===== src/rtl/pc_fetch_unit_if.sv =====
// Fetch-unit bundle: next-PC mux link, instruction-memory request/response and decode handoff.
interface pc_fetch_if;
    logic        redirect;
    logic [31:0] redirect_pc;
    logic        imem_req_valid;
    logic [31:0] imem_req_addr;
    logic        imem_req_ready;
    logic        imem_rsp_valid;
    logic [31:0] imem_rsp_data;
    logic        if_valid;
    logic [31:0] if_instr;
    logic [31:0] if_pc;
    logic        if_ready;
    logic [31:0] pc_plus4;
    logic [31:0] pc;

    modport master (
        input  redirect, redirect_pc, imem_req_ready, imem_rsp_valid, imem_rsp_data, if_ready,
        output imem_req_valid, imem_req_addr, if_valid, if_instr, if_pc, pc_plus4, pc
    );

    modport slave (
        output redirect, redirect_pc, imem_req_ready, imem_rsp_valid, imem_rsp_data, if_ready,
        input  imem_req_valid, imem_req_addr, if_valid, if_instr, if_pc, pc_plus4, pc
    );
endinterface


===== src/rtl/pc_fetch_unit.sv =====
// Program-counter register and single-outstanding instruction-fetch sequencer.
// Redirects retarget the fetch PC and squash any fetch already accepted by memory.
module pc_fetch_unit #(
    parameter logic [31:0] RESET_PC = 32'h0000_0000
) (
    input  logic      clk,
    input  logic      rst,
    pc_fetch_if.master bus
);

    typedef enum logic [1:0] {
        ST_REQ  = 2'b00,
        ST_WAIT = 2'b01,
        ST_HOLD = 2'b10
    } state_t;

    state_t      state_r;
    logic [31:0] pc_r;
    logic [31:0] if_instr_r;
    logic [31:0] if_pc_r;
    logic        if_valid_r;
    logic        kill_r;
    logic [31:0] target_s;

    // Targets are word aligned; the low two bits of the mux output carry no meaning.
    assign target_s = bus.redirect_pc & 32'hFFFF_FFFC;

    // Fetch sequencer: PC, squash flag and the decode-facing instruction register.
    always_ff @(posedge clk) begin
        if (rst) begin
            state_r    <= ST_REQ;
            pc_r       <= RESET_PC & 32'hFFFF_FFFC;
            kill_r     <= 1'b0;
            if_valid_r <= 1'b0;
            if_instr_r <= 32'h0000_0000;
            if_pc_r    <= 32'h0000_0000;
        end else begin
            case (state_r)
                ST_REQ: begin
                    if (bus.redirect) begin
                        pc_r <= target_s;
                        // An accepted request for the old address is still in flight.
                        if (bus.imem_req_ready) begin
                            kill_r  <= 1'b1;
                            state_r <= ST_WAIT;
                        end else begin
                            state_r <= ST_REQ;
                        end
                    end else if (bus.imem_req_ready) begin
                        state_r <= ST_WAIT;
                    end else begin
                        state_r <= ST_REQ;
                    end
                end
                ST_WAIT: begin
                    if (bus.imem_rsp_valid && (kill_r || bus.redirect)) begin
                        kill_r  <= 1'b0;
                        state_r <= ST_REQ;
                        if (bus.redirect) begin
                            pc_r <= target_s;
                        end else begin
                            pc_r <= pc_r;
                        end
                    end else if (bus.redirect) begin
                        pc_r   <= target_s;
                        kill_r <= 1'b1;
                    end else if (bus.imem_rsp_valid) begin
                        if_instr_r <= bus.imem_rsp_data;
                        if_pc_r    <= pc_r;
                        if_valid_r <= 1'b1;
                        state_r    <= ST_HOLD;
                    end else begin
                        state_r <= ST_WAIT;
                    end
                end
                ST_HOLD: begin
                    // A redirect discards the held instruction even if decode takes it.
                    if (bus.redirect) begin
                        if_valid_r <= 1'b0;
                        pc_r       <= target_s;
                        state_r    <= ST_REQ;
                    end else if (bus.if_ready) begin
                        if_valid_r <= 1'b0;
                        pc_r       <= pc_r + 32'd4;
                        state_r    <= ST_REQ;
                    end else begin
                        state_r <= ST_HOLD;
                    end
                end
                default: begin
                    state_r    <= ST_REQ;
                    kill_r     <= 1'b0;
                    if_valid_r <= 1'b0;
                end
            endcase
        end
    end

    // Request strobe is decoded from state and held low for as long as reset is asserted.
    assign bus.imem_req_valid = (state_r == ST_REQ) && !rst;
    assign bus.imem_req_addr  = pc_r;
    assign bus.pc             = pc_r;
    assign bus.if_valid       = if_valid_r;
    assign bus.if_instr       = if_instr_r;
    assign bus.if_pc          = if_pc_r;
    assign bus.pc_plus4       = if_pc_r + 32'd4;

endmodule


===== src/flat_wrapper.sv =====
// flat-port wrapper written by rule: the top's interface ports become plain ports
module pc_fetch_unit_flat 
#(
    parameter logic [31:0] RESET_PC = 32'h0000_0000
)
  (clk, rst, bus_redirect, bus_redirect_pc, bus_imem_req_ready, bus_imem_rsp_valid, bus_imem_rsp_data, bus_if_ready, bus_imem_req_valid, bus_imem_req_addr, bus_if_valid, bus_if_instr, bus_if_pc, bus_pc_plus4, bus_pc);
  pc_fetch_if bus_i ();
  input  logic clk;
  input  logic rst;
  input wire logic [$bits(bus_i.redirect)-1:0] bus_redirect;
  input wire logic [$bits(bus_i.redirect_pc)-1:0] bus_redirect_pc;
  input wire logic [$bits(bus_i.imem_req_ready)-1:0] bus_imem_req_ready;
  input wire logic [$bits(bus_i.imem_rsp_valid)-1:0] bus_imem_rsp_valid;
  input wire logic [$bits(bus_i.imem_rsp_data)-1:0] bus_imem_rsp_data;
  input wire logic [$bits(bus_i.if_ready)-1:0] bus_if_ready;
  output wire logic [$bits(bus_i.imem_req_valid)-1:0] bus_imem_req_valid;
  output wire logic [$bits(bus_i.imem_req_addr)-1:0] bus_imem_req_addr;
  output wire logic [$bits(bus_i.if_valid)-1:0] bus_if_valid;
  output wire logic [$bits(bus_i.if_instr)-1:0] bus_if_instr;
  output wire logic [$bits(bus_i.if_pc)-1:0] bus_if_pc;
  output wire logic [$bits(bus_i.pc_plus4)-1:0] bus_pc_plus4;
  output wire logic [$bits(bus_i.pc)-1:0] bus_pc;
  assign bus_i.redirect = bus_redirect;
  assign bus_i.redirect_pc = bus_redirect_pc;
  assign bus_i.imem_req_ready = bus_imem_req_ready;
  assign bus_i.imem_rsp_valid = bus_imem_rsp_valid;
  assign bus_i.imem_rsp_data = bus_imem_rsp_data;
  assign bus_i.if_ready = bus_if_ready;
  assign bus_imem_req_valid = bus_i.imem_req_valid;
  assign bus_imem_req_addr = bus_i.imem_req_addr;
  assign bus_if_valid = bus_i.if_valid;
  assign bus_if_instr = bus_i.if_instr;
  assign bus_if_pc = bus_i.if_pc;
  assign bus_pc_plus4 = bus_i.pc_plus4;
  assign bus_pc = bus_i.pc;
  pc_fetch_unit #(.RESET_PC(RESET_PC)) u_core (.clk(clk), .rst(rst), .bus(bus_i));
endmodule

===== config.mk =====
export PLATFORM = sky130hd
export DESIGN_NAME = pc_fetch_unit_flat
export DESIGN_NICKNAME = d
export VERILOG_FILES = /design/src/rtl/pc_fetch_unit_if.sv /design/src/rtl/pc_fetch_unit.sv /design/src/flat_wrapper.sv
export SDC_FILE = /design/constraint.sdc
export NUM_CORES = 1
export LEC_CHECK = 0
export ABC_CLOCK_PERIOD_IN_PS = 1700
export BUFFER_PORTS_ARGS = -buffer_cell sky130_fd_sc_hd__buf_2
export CAP_MARGIN = 0
export CORE_MARGIN = 2
export CORE_UTILIZATION = 35
export CTS_BUF_LIST = sky130_fd_sc_hd__clkbuf_8
export DETAILED_ROUTE_END_ITERATION = 16
export GPL_TIMING_DRIVEN = 1
export PLACE_DENSITY = 0.77
export SYNTH_ARGS = -nofsm -noshare
export SYNTH_HDL_FRONTEND = slang
export SYNTH_SLANG_ARGS = --single-unit
export TNS_END_PERCENT = 20

===== constraint.sdc =====
create_clock -name clk -period 1.7 [get_ports clk]
set_input_delay 0.34 -clock clk [delete_from_list [all_inputs] [get_ports clk]]
set_output_delay 0.34 -clock clk [all_outputs]
set_load 0.1 [all_outputs]

# ---- Word level (Yosys, flattened, before mapping)
# Cells that the tools add are included.
dict set report op_classes {
  reduce_logical 11
  addsub 2
  n_eq_ne 11
  bitwise_logic 4
  mux 22
}
# cell count
set ops {}
lappend ops {{$mux W32} 3}
lappend ops {{$add A32 B3 Y32 const B} 2}
lappend ops {{$pmux W32 S2} 1}
lappend ops {{$mux W1} 10}
lappend ops {{$mux W2} 5}
lappend ops {{$ne A2 B2 Y1 const B} 5}
lappend ops {{$reduce_and A4 Y1} 2}
lappend ops {{$ne A3 B2 Y1 const B} 2}
lappend ops {{$pmux W1 S3} 2}
lappend ops {{$pmux W2 S3} 1}
lappend ops {{$reduce_and A5 Y1} 1}
lappend ops {{$not A1 Y1} 4}
lappend ops {{$ne A3 B3 Y1 const B} 1}
lappend ops {{$reduce_and A3 Y1} 1}
lappend ops {{$eq A2 B1 Y1 const B} 1}
lappend ops {{$eq A2 B2 Y1 const B} 1}
lappend ops {{$logic_and A1 B1 Y1} 2}
lappend ops {{$logic_not A2 Y1} 1}
lappend ops {{$ne A2 B1 Y1 const B} 1}
lappend ops {{$reduce_bool A2 Y1} 1}
lappend ops {{$reduce_or A2 Y1} 1}
lappend ops {{$logic_not A1 Y1} 1}
lappend ops {{$logic_or A1 B1 Y1} 1}
dict set report word_totals {
  regBits 100
  out_inout_bits 162
  elab_cells 56
}

# ---- Depth between registers and ports, before layout
dict set report depth {
  depth_word 4
  depth_mapped 8
}

# ---- Worst setup path after synthesis
# No wires, ideal clock.
dict set report synth_timing {
  path_kind {register -> output}
  start {register u_core.if_pc_r[2] (netlist: u_core.bus.if_pc[2])}
  end {output bus_pc_plus4[30]}
  arrival_ps 3644
  slack_ps -2284
  required_ps 1360
  path_buffers 0
  stages_incl_launch_ff 6
  cell_sequence {dfxtp_1 > ha_1 > nand4_1 > nor3_1 > nand4_1 > xnor2_1}
}
dict set report synth_between {
  elab_chain_cells 1
}
# element line_no
set synth_lines {}
lappend synth_lines {{from (decl)} pc_fetch_unit.sv:20} ;# logic [31:0] if_pc_r;
lappend synth_lines {{from (signal assigned)} pc_fetch_unit.sv:69} ;# if_pc_r <= pc_r;
lappend synth_lines {{$add A32 B3 Y32} pc_fetch_unit.sv:106} ;# assign bus.pc_plus4 = if_pc_r + 32'd4;
lappend synth_lines {{to (decl)} flat_wrapper.sv:21} ;# output wire logic [$bits(bus_i.pc_plus4)-1:0] bus_pc_plus4;
# No other way between the ends.

# ---- Final worst setup path
dict set report layout_timing {
  start {register u_core.if_pc_r[10] (netlist: u_core.bus.if_pc[10])}
  end {output bus_pc_plus4[25]}
}
# Same word-level chain as after synthesis.

==> metrics.md <==
| Metric | Value |
|---|---|
| Status | `finished, violations left` |
| Failing checks | `setup timing` |
| Setup Skew | `approximately 6.3 ps` |
| Final setup TNS | `-13450 ps` |
| Net count reported at finish | `just over 1000` |
| Initial antenna violation count | `0` |
| Pin count of the biggest net entering global routing | `60` |
| Vias in the first global route | `between 5000 and 6000` |
| Most common cell in the netlist | `nand2_1` |
| Switching share of total power | `0.393` |
| Share of the synthesized area in the top cell type | `0.367` |
| Synthesis-stage register bit count | `96` |
| Layout area overhead | `67.4%` |
| DP HPWL | `around 13 mm` |
| Top delay family on crit path | `simple AND/OR/NAND/NOR gates` |
| Final period util | `1.41` |
| Synth async-reset ratio | `0` |
| Drt wl/cell | `15.5 um` |
| Yosys top cell by area | `dfxtp_1` |
| Via count | `5907` |
| Slowest CP cell | `or3_4` |
| CP cell instances | `and4_4 -> nand4_1 -> or3_4 -> nor2_4 -> xor2_4 -> buf_12` |
| HP Class | `primary input to flop` |
| Clk sinks | `96` |
| Max IR drop VDD | `0.338 mV` |
| Critical Path RT | `1360 ps` |
| WL final | `17.9 mm` |
| Crit Path Max Fanout | `5` |
| Iteration-0 DRC count of the detailed router | `just over 500` |
| Post-Syn Area | `5230 um2` |
| Vias per cell | `a little over 5` |
| CP peak stage delay | `440 ps` |
| GRT overflow | `0` |
| Final setup fails | `30` |
| Setup Crit Path Kind | `flop to output port` |
| Top_reg_cell synth | `dfxtp_1` |
| Max Freq | `417 MHz` |
| Comb power frac | `0.316` |
| Power per cell area | `647 nW/um2` |
| Total Die Area | `15900 um2` |
| Count of cell types in the netlist | `56` |
| Skew-Pair Late Insertion Delay | `360 ps` |
| TritonCTS clock tree | `built` |
| Fin worst setup slack | `-698 ps` |
| Clock-pin slew on the worst setup and hold paths | `100 ps` |
| Clock Path Buffers | `2` |
| Worst path arrival time | `just over 2000 ps` |
| Core footprint | `14600 um2` |
| Pint | `3.44 mW` |
| Switching pwr | `2.23 mW` |
| Warnings, synthesis | `0` |
| All-layer global routing usage | `0.216` |
| EDFF count, synth | `0` |
| Die W | `126 um` |
| First-pass GRT wire length | `28.2 mm` |
| Antenna Violating Nets Remaining | `0` |
| Setup crit end kind | `output port` |
| Crit start category | `flop` |
| Max-cap violation count | `0` |
| Leakage power | `3.90 nW` |
| Avg Synthesized Cell Area | `7.56 um2` |
| DRT Pass-1 Iters | `5` |
| Seq/Total Area, Yosys | `0.367` |
| Top cells by area, synth | `dfxtp_1 (37%), nand2_1 (12%), a21oi_1 (8.2%)` |
| DRC viols | `0` |
| Vert. Die Dim | `approximately 130 um` |
| Clock share of power | `0.267` |
| Initial Util | `0.359` |
| Minimum clock period | `2400 ps` |
| Fin cells | `1155` |
| Hold Buf Count CTS | `0` |
| Tot Pwr | `between 5 and 6 mW` |
| # IOs | `between 200 and 250` |
| Reg power frac | `0.416` |
| Final Max Tran Viols | `0` |
| Routability congestion estimate | `approximately 0.9` |
| Post-Syn Instances | `692` |
| Final Hold Fails | `0` |
| H-tree Lvls | `3` |
| Most frequent cells after synthesis | `nand2_1 (163), dfxtp_1 (96), a21oi_1 (86)` |
| Buffers on Ports | `between 200 and 250` |
| Root buffer cell | `clkbuf_8` |
| Placed Cells | `1135` |
| CTS Buf Count | `9` |
| Unrepaired setup endpoints after global routing | `true` |
| Diodes inserted | `0` |
| CP bufs+invs | `1` |
| Share of cells above drive strength 1 | `0.490` |
| Row count | `44` |
[registers in the layout, summed over array words and instances, names as in the netlist]
signal                    flops
u_core.bus.if_instr          32
u_core.bus.if_pc             30
u_core.bus.imem_req_addr     30
u_core.state_r                2
u_core.bus.if_valid           1
u_core.kill_r                 1
[stage by stage]
step	area, um2	setup WS (ps)	util	hold WS (ps)
after global placement	8180	-405	0.560	439
after floorplan	5880	-854	-	458
after global routing	8760	-831	0.601	194
final	8760	-698	0.601	199
after CTS	8570	-752	0.588	179
after detailed placement	8180	-441	0.560	443
[routing by layer]
metal / GRT usage / part of all wire / vias to the layer above
met3: 0.0331 / 0.056 / 28
met2: 0.358 / 0.50 / 227
met5: 0 / 0 / -
met1: 0.288 / 0.43 / 2755
met4: 0.0730 / 0.018 / 0
li1: - / - / 2897
[power groups by stage]
stage                     sequential [mW]  clock [mW]  combinational, mW
after detailed placement             2.41           0               1.74
after floorplan                      2.94           0              0.822
after global placement               2.41           0               1.74
final                                2.36        1.52               1.79
after CTS                            2.36        1.56               1.78
after global routing                 2.37        1.63               1.86
[cells in the final DEF, fill, tap and decap left out, types with 4 or more instances in the layout]
master    instances
clkbuf_8         10
conb_1            8
nand3_4           4
nand3_1          18
nand2_1         157
dfxtp_1          63
a22oi_1           4
buf_12           41
dfxtp_4          20
dfxtp_2          13
a21o_1            4
a211oi_1          4
nor3_1            9
inv_1             7
buf_6            11
mux2i_1          10
nor3b_1           4
clkbuf_4         10
xnor2_2           6
o22ai_1           8
nor2_1           21
a21oi_1          85
nor2_4            8
xor2_4            8
nand2_4           5
and3_1           14
xnor2_4          13
o21ai_0          20
nand4_1          18
a31oi_1           7
buf_2           141
buf_4           139
nor3_2            5
nor2b_1           5
[kinds of logic after synthesis]
kind of cell               Yosys count  share of synthesized area
adders and majority gates            2                    0.00478
AOI/OAI and AO/OA                  147                      0.159
other                                1                   0.000717
DFF                                 96                      0.367
xor gates and xnor gates            28                     0.0469
buffers and inverters               92                      0.105
muxes                               10                     0.0191
and+or+nand+nor                    316                      0.297
[cell type report]
class	count	area (um2)
clock inverters	5	57.6
flip-flops and latches	96	2010
fillers	1228	5830
repair buffers	343	2780
inverters	6	22.5
multi-input cells	511	3520
well taps	184	230
clock buffers	10	138
[path summary, 6_finish.rpt]
kind                                  endpoint  slack, ps                         from  cells after the start
setup / recovery              bus_pc_plus4[25]       -700         u_core.bus.if_pc[10]                      6
hold / removal          u_core.bus.if_instr[1]        200         bus_imem_rsp_data[1]                      3
setup reg to reg  u_core.bus.imem_req_addr[26]       -150  u_core.bus.imem_req_addr[2]                      6
hold reg to reg         u_core.bus.if_instr[7]        450       u_core.bus.if_instr[7]                      2
[worst min-delay path: cells and delay by family]
| family | cells | cell delay [ps] |
|---|---|---|
| AOI/OAI and AO/OA | 1 | 50 |
| buffers and inverters | 1 | 90 |
| and+or+nand+nor | 1 | 40 |
[timing repair]
item                                    CTS  global route
buffers inserted                          3             3
cloned                                    0             0
resized for setup                        56            44
pin swaps                                29            19
endpoints found under the setup margin   64           102
Power figures use the tool's default switching activity.
